<file path="src/rtl/seq_multiplier.sv">
// Sequential shift-add multiplier: N add/shift iterations, registered 2N-bit product.
// Define MULT_SIGNED_EN to compile in radix-2 Booth signed mode (signed_mode input).
module seq_multiplier #(
  parameter int N = 8
) (
  input  logic                     clock,
  input  logic                     n_reset,
  input  logic                     start,
  input  logic                     signed_mode,
  input  logic [N-1:0]             multiplicand,
  input  logic [N-1:0]             multiplier,
  output logic                     busy,
  output logic                     done,
  output logic [2*N-1:0]           product,
  output logic [$clog2(N+1)-1:0]   count
);

  localparam int CW = $clog2(N+1);

  typedef enum logic [1:0] {S_IDLE, S_ADD, S_SHIFT, S_DONE} state_t;

  state_t           r_state;
  logic [N-1:0]     r_m;
  logic [N:0]       r_a;
  logic [N-1:0]     r_q;
  logic [CW-1:0]    r_count;
  logic             r_busy;
  logic             r_done;
  logic [2*N-1:0]   r_product;

  logic [N:0]       w_a_add;
  logic [N:0]       w_a_sh;
  logic [N-1:0]     w_q_sh;
  logic             w_sh_in;

`ifdef MULT_SIGNED_EN
  logic r_mode;
  logic r_qm1;

  // A[N] is the carry in unsigned mode and the sign guard in Booth mode.
  always_comb begin
    w_a_add = r_a;
    if (!r_mode) begin
      if (r_q[0]) w_a_add = {1'b0, r_a[N-1:0]} + {1'b0, r_m};
    end else begin
      case ({r_q[0], r_qm1})
        2'b10:   w_a_add = r_a - {r_m[N-1], r_m};
        2'b01:   w_a_add = r_a + {r_m[N-1], r_m};
        default: w_a_add = r_a;
      endcase
    end
  end

  assign w_sh_in = r_mode & r_a[N];
`else
  logic w_unused;
  assign w_unused = signed_mode;

  always_comb begin
    w_a_add = r_a;
    if (r_q[0]) w_a_add = {1'b0, r_a[N-1:0]} + {1'b0, r_m};
  end

  assign w_sh_in = 1'b0;
`endif

  assign w_a_sh = {w_sh_in, r_a[N:1]};
  assign w_q_sh = {r_a[0], r_q[N-1:1]};

  always_ff @(posedge clock or negedge n_reset) begin
    if (!n_reset) begin
      r_state   <= S_IDLE;
      r_m       <= '0;
      r_a       <= '0;
      r_q       <= '0;
      r_count   <= '0;
      r_busy    <= 1'b0;
      r_done    <= 1'b0;
      r_product <= '0;
`ifdef MULT_SIGNED_EN
      r_mode    <= 1'b0;
      r_qm1     <= 1'b0;
`endif
    end else begin
      case (r_state)
        S_IDLE, S_DONE: begin
          if (start) begin
            r_m     <= multiplicand;
            r_q     <= multiplier;
            r_a     <= '0;
            r_count <= CW'(N);
            r_busy  <= 1'b1;
            r_done  <= 1'b0;
            r_state <= S_ADD;
`ifdef MULT_SIGNED_EN
            r_mode  <= signed_mode;
            r_qm1   <= 1'b0;
`endif
          end
        end
        S_ADD: begin
          r_a     <= w_a_add;
          r_count <= r_count - CW'(1);
          r_state <= S_SHIFT;
        end
        S_SHIFT: begin
          r_a <= w_a_sh;
          r_q <= w_q_sh;
`ifdef MULT_SIGNED_EN
          r_qm1 <= r_q[0];
`endif
          // Product is taken from the shifted value so it lands with done.
          if (r_count == '0) begin
            r_product <= {w_a_sh[N-1:0], w_q_sh};
            r_busy    <= 1'b0;
            r_done    <= 1'b1;
            r_state   <= S_DONE;
          end else begin
            r_state <= S_ADD;
          end
        end
        default: r_state <= S_IDLE;
      endcase
    end
  end

  assign busy    = r_busy;
  assign done    = r_done;
  assign product = r_product;
  assign count   = r_count;

endmodule

</file>
<file path="config.mk">
export PLATFORM = sky130hd
export DESIGN_NAME = seq_multiplier
export DESIGN_NICKNAME = d
export VERILOG_FILES = /design/src/rtl/seq_multiplier.sv
export SDC_FILE = /design/constraint.sdc
export NUM_CORES = 1
export LEC_CHECK = 0
export BUFFER_PORTS_ARGS = -buffer_cell sky130_fd_sc_hd__buf_4
export CAP_MARGIN = 10
export CORE_ASPECT_RATIO = 2
export CORE_UTILIZATION = 50
export DETAILED_ROUTE_END_ITERATION = 8
export GPL_ROUTABILITY_DRIVEN = 0
export HOLD_SLACK_MARGIN = 0.1
export PLACE_DENSITY_LB_ADDON = 0.08
export SETUP_SLACK_MARGIN = 0.05
export SYNTH_ARGS = -nofsm -noshare
export SYNTH_HDL_FRONTEND = slang
export SYNTH_SLANG_ARGS = --single-unit
</file>
<file path="constraint.sdc">
create_clock -name clock -period 2.6 [get_ports clock]
set_input_delay 0.65 -clock clock [delete_from_list [all_inputs] [get_ports clock]]
set_output_delay 0.65 -clock clock [all_outputs]
set_load 0.05 [all_outputs]
</file>
==> run metrics <==
outcome completed; type of origin of the critical path register; setup bufs post-CTS 0; Via density 5.99; Initial Util 52.0%; Area growth, synth to finish 18.2%; final worst path period need 2130 ps; fmax 470 MHz; antenna-violating nets left 0; r2r endpoint product[13]; Max stage delay on crit path 450 ps; average wire per standard cell 17.0 microns; PortBufs 40; Max Cap Viol 0; Post-layout nets 313; Reg clk slew, reported paths 90 ps; Ys Warns 0; Total GRT Usage 23.5%; number of detailed-routing iterations run before antenna repair 4; Slew Viols, Final 0; cell row count 36; post-synthesis sequential area ratio 48.0%; largest net degree at the start of global routing 50; post-cts resize count 0; synth cell count leaders dfrtp_1, mux2_2, o21ai_0; cell depth of the worst flop-to-flop path 6; Slew HR 34.2%; ranking of synthesized cells by area dfrtp_1, mux2_2, ha_1, o21ai_0, a22oi_1; Post-Syn Instances 238; CTS Buf Count 5; non-filler instance count after layout 337; vias in the first global route 1,993; power per cell area 1300 nW/um^2; initial antenna violation count 0; leak pwr 1.44 nW; HP Class input pin to async pin; total negative slack 0 ps; flop2flop setup slack 470 ps; dpl hpwl 4050 microns; DRC viols 0; first-pass GRT wire length 9360 microns; Data required, critical path 2790 ps; Longest Clk Path Bufs 2; Critical Path Fanout Max 11; clk_skew 5.61 ps; Mapped Nets 271; htree depth 2; Post-synth EDFFs 0; CP endpoint kind register; CTS tree yes; vias post-DR 2,017; Worst EP arrival 2310 ps; Die W 52.5 microns; clock sinks 49; global route overflow 0; crit-path cells inv_1, ha_1, nor2b_1, and3_1, buf_4, mux2_2; register bit total from synthesis 49; dpl ws 434 ps; Yosys top cell by area dfrtp_1; Syn Area/Cell 10.7 sq um; critical path class register to register; CTS Root Cell clkbuf_8; DR iter-0 viols 46; CP max-delay cell dfrtp_1; final-report hold violation count 0; die footprint 5410 sq um; Die Y-Extent 103 microns; Reg-to-Reg Start count[0]; most numerous cell in the Yosys netlist dfrtp_1; layout filler cell count 446; top_reg_cell synth dfrtp_1; n_diodes 0; Final Cycle Share 81.8%; Worst-Margin Slew 985 ps; unrepaired setup endpoints after global routing no; Post-Syn Area 2550 sq um; Clock Latency Late Sink 300 ps; I/O pin count 42; Total Routed Length 5720 microns; Peak VDD IR 0.818 mV; Final setup viols 0; post-synth top area share 48.0%; Core Box Area 4910 sq um; setup ws final 474 ps; async set-reset flop share out of synthesis 100%; layout cells sized above 1 28.6%; Post-Place Cells 330; hold_buf cts 0; Netlist cell types 40
-- per-stage QoR --
step / power (mW) / area [sq um] / hold WS [ps] / utilization, %
after floorplan: 2.84 / 2550 / 354 / -
after global placement: 3.41 / 2930 / 489 / 59.7
after detailed placement: 3.47 / 2930 / 497 / 59.7
after CTS: 3.95 / 3020 / 381 / 61.5
after global routing: 4.23 / 3020 / 404 / 61.5
final: 3.93 / 3020 / 350 / 61.5
-- power breakdown --
group | total (mW) | internal, mW | switching [mW]
clock network | 0.459 | 0.212 | 0.247
registers | 1.34 | 1.06 | 0.280
logic | 2.12 | 0.862 | 1.26
-- cell usage in the layout (no fill, tap or decap), types with 2 or more instances in the layout --
master,instances
dfrtp_1,49
a211oi_1,4
a21oi_1,6
a221o_1,2
o211ai_1,2
o21ai_0,21
a22oi_1,12
o31ai_1,3
nand3_1,5
a222oi_1,2
buf_4,48
a221oi_1,2
nand3b_1,3
a31oi_1,8
nor3_1,3
inv_1,12
mux2_2,24
nand2_1,11
a32oi_1,2
nor3b_1,3
nand2b_1,4
ha_1,12
a21o_1,2
nor2b_1,12
nor2_1,6
and3_1,2
clkbuf_8,6
o21a_1,2
-- sequential cells by signal, indices dropped and copies added, names as in the netlist --
name	count
done	1
r_a	9
busy	1
count	4
product	16
r_q	8
r_m	8
r_state	2
-- metal layers --
metal	global-route usage (%)	part of all wire (%)	up-vias
met2	42.6	55	42
li1	-	-	953
met3	3.39	2.9	13
met1	26.0	39	1009
met4	10.9	2.4	0
met5	0	0	-
-- worst max-delay path, delay by kind of cell (launching register included) --
kind / cells / cell delay, ps
flip-flops: 1 / 450
multiplexers: 1 / 360
adder cells (fa/ha/maj): 1 / 150
buffers and inverters: 2 / 360
AND/OR/NAND/NOR: 2 / 690
-- kinds of logic after synthesis --
family                   synth area share (%)
AO/OA/AOI/OAI                            18.2
AND/OR/NAND/NOR                          12.0
adder cells (fa/ha/maj)                  6.66
multiplexers                             11.0
flip-flops                               48.0
XOR/XNOR                                0.343
buffers and inverters                    3.82
-- worst max-delay path by stage --
stage	start	to	slack, ps	cells past startpoint
after detailed placement	count[0]	product[0]	430	6
final	count[0]	product[13]	470	6
after global routing	count[0]	product[13]	330	6
after CTS	count[0]	product[13]	420	6
after global placement	count[0]	product[2]	520	6
after floorplan	count[0]	product[0]	400	7
-- cell type report --
class                           count  area (sq um)  share of cell area [%]
Tap cell                           57          71.3                    2.36
Multi-Input combinational cell    164          1230                    40.7
Inverter                           12          45.0                    1.49
Timing Repair Buffer               48           360                    11.9
Sequential cell                    49          1230                    40.6
Clock buffer                        7          86.3                    2.86
(Power assumes the default switching activity.)
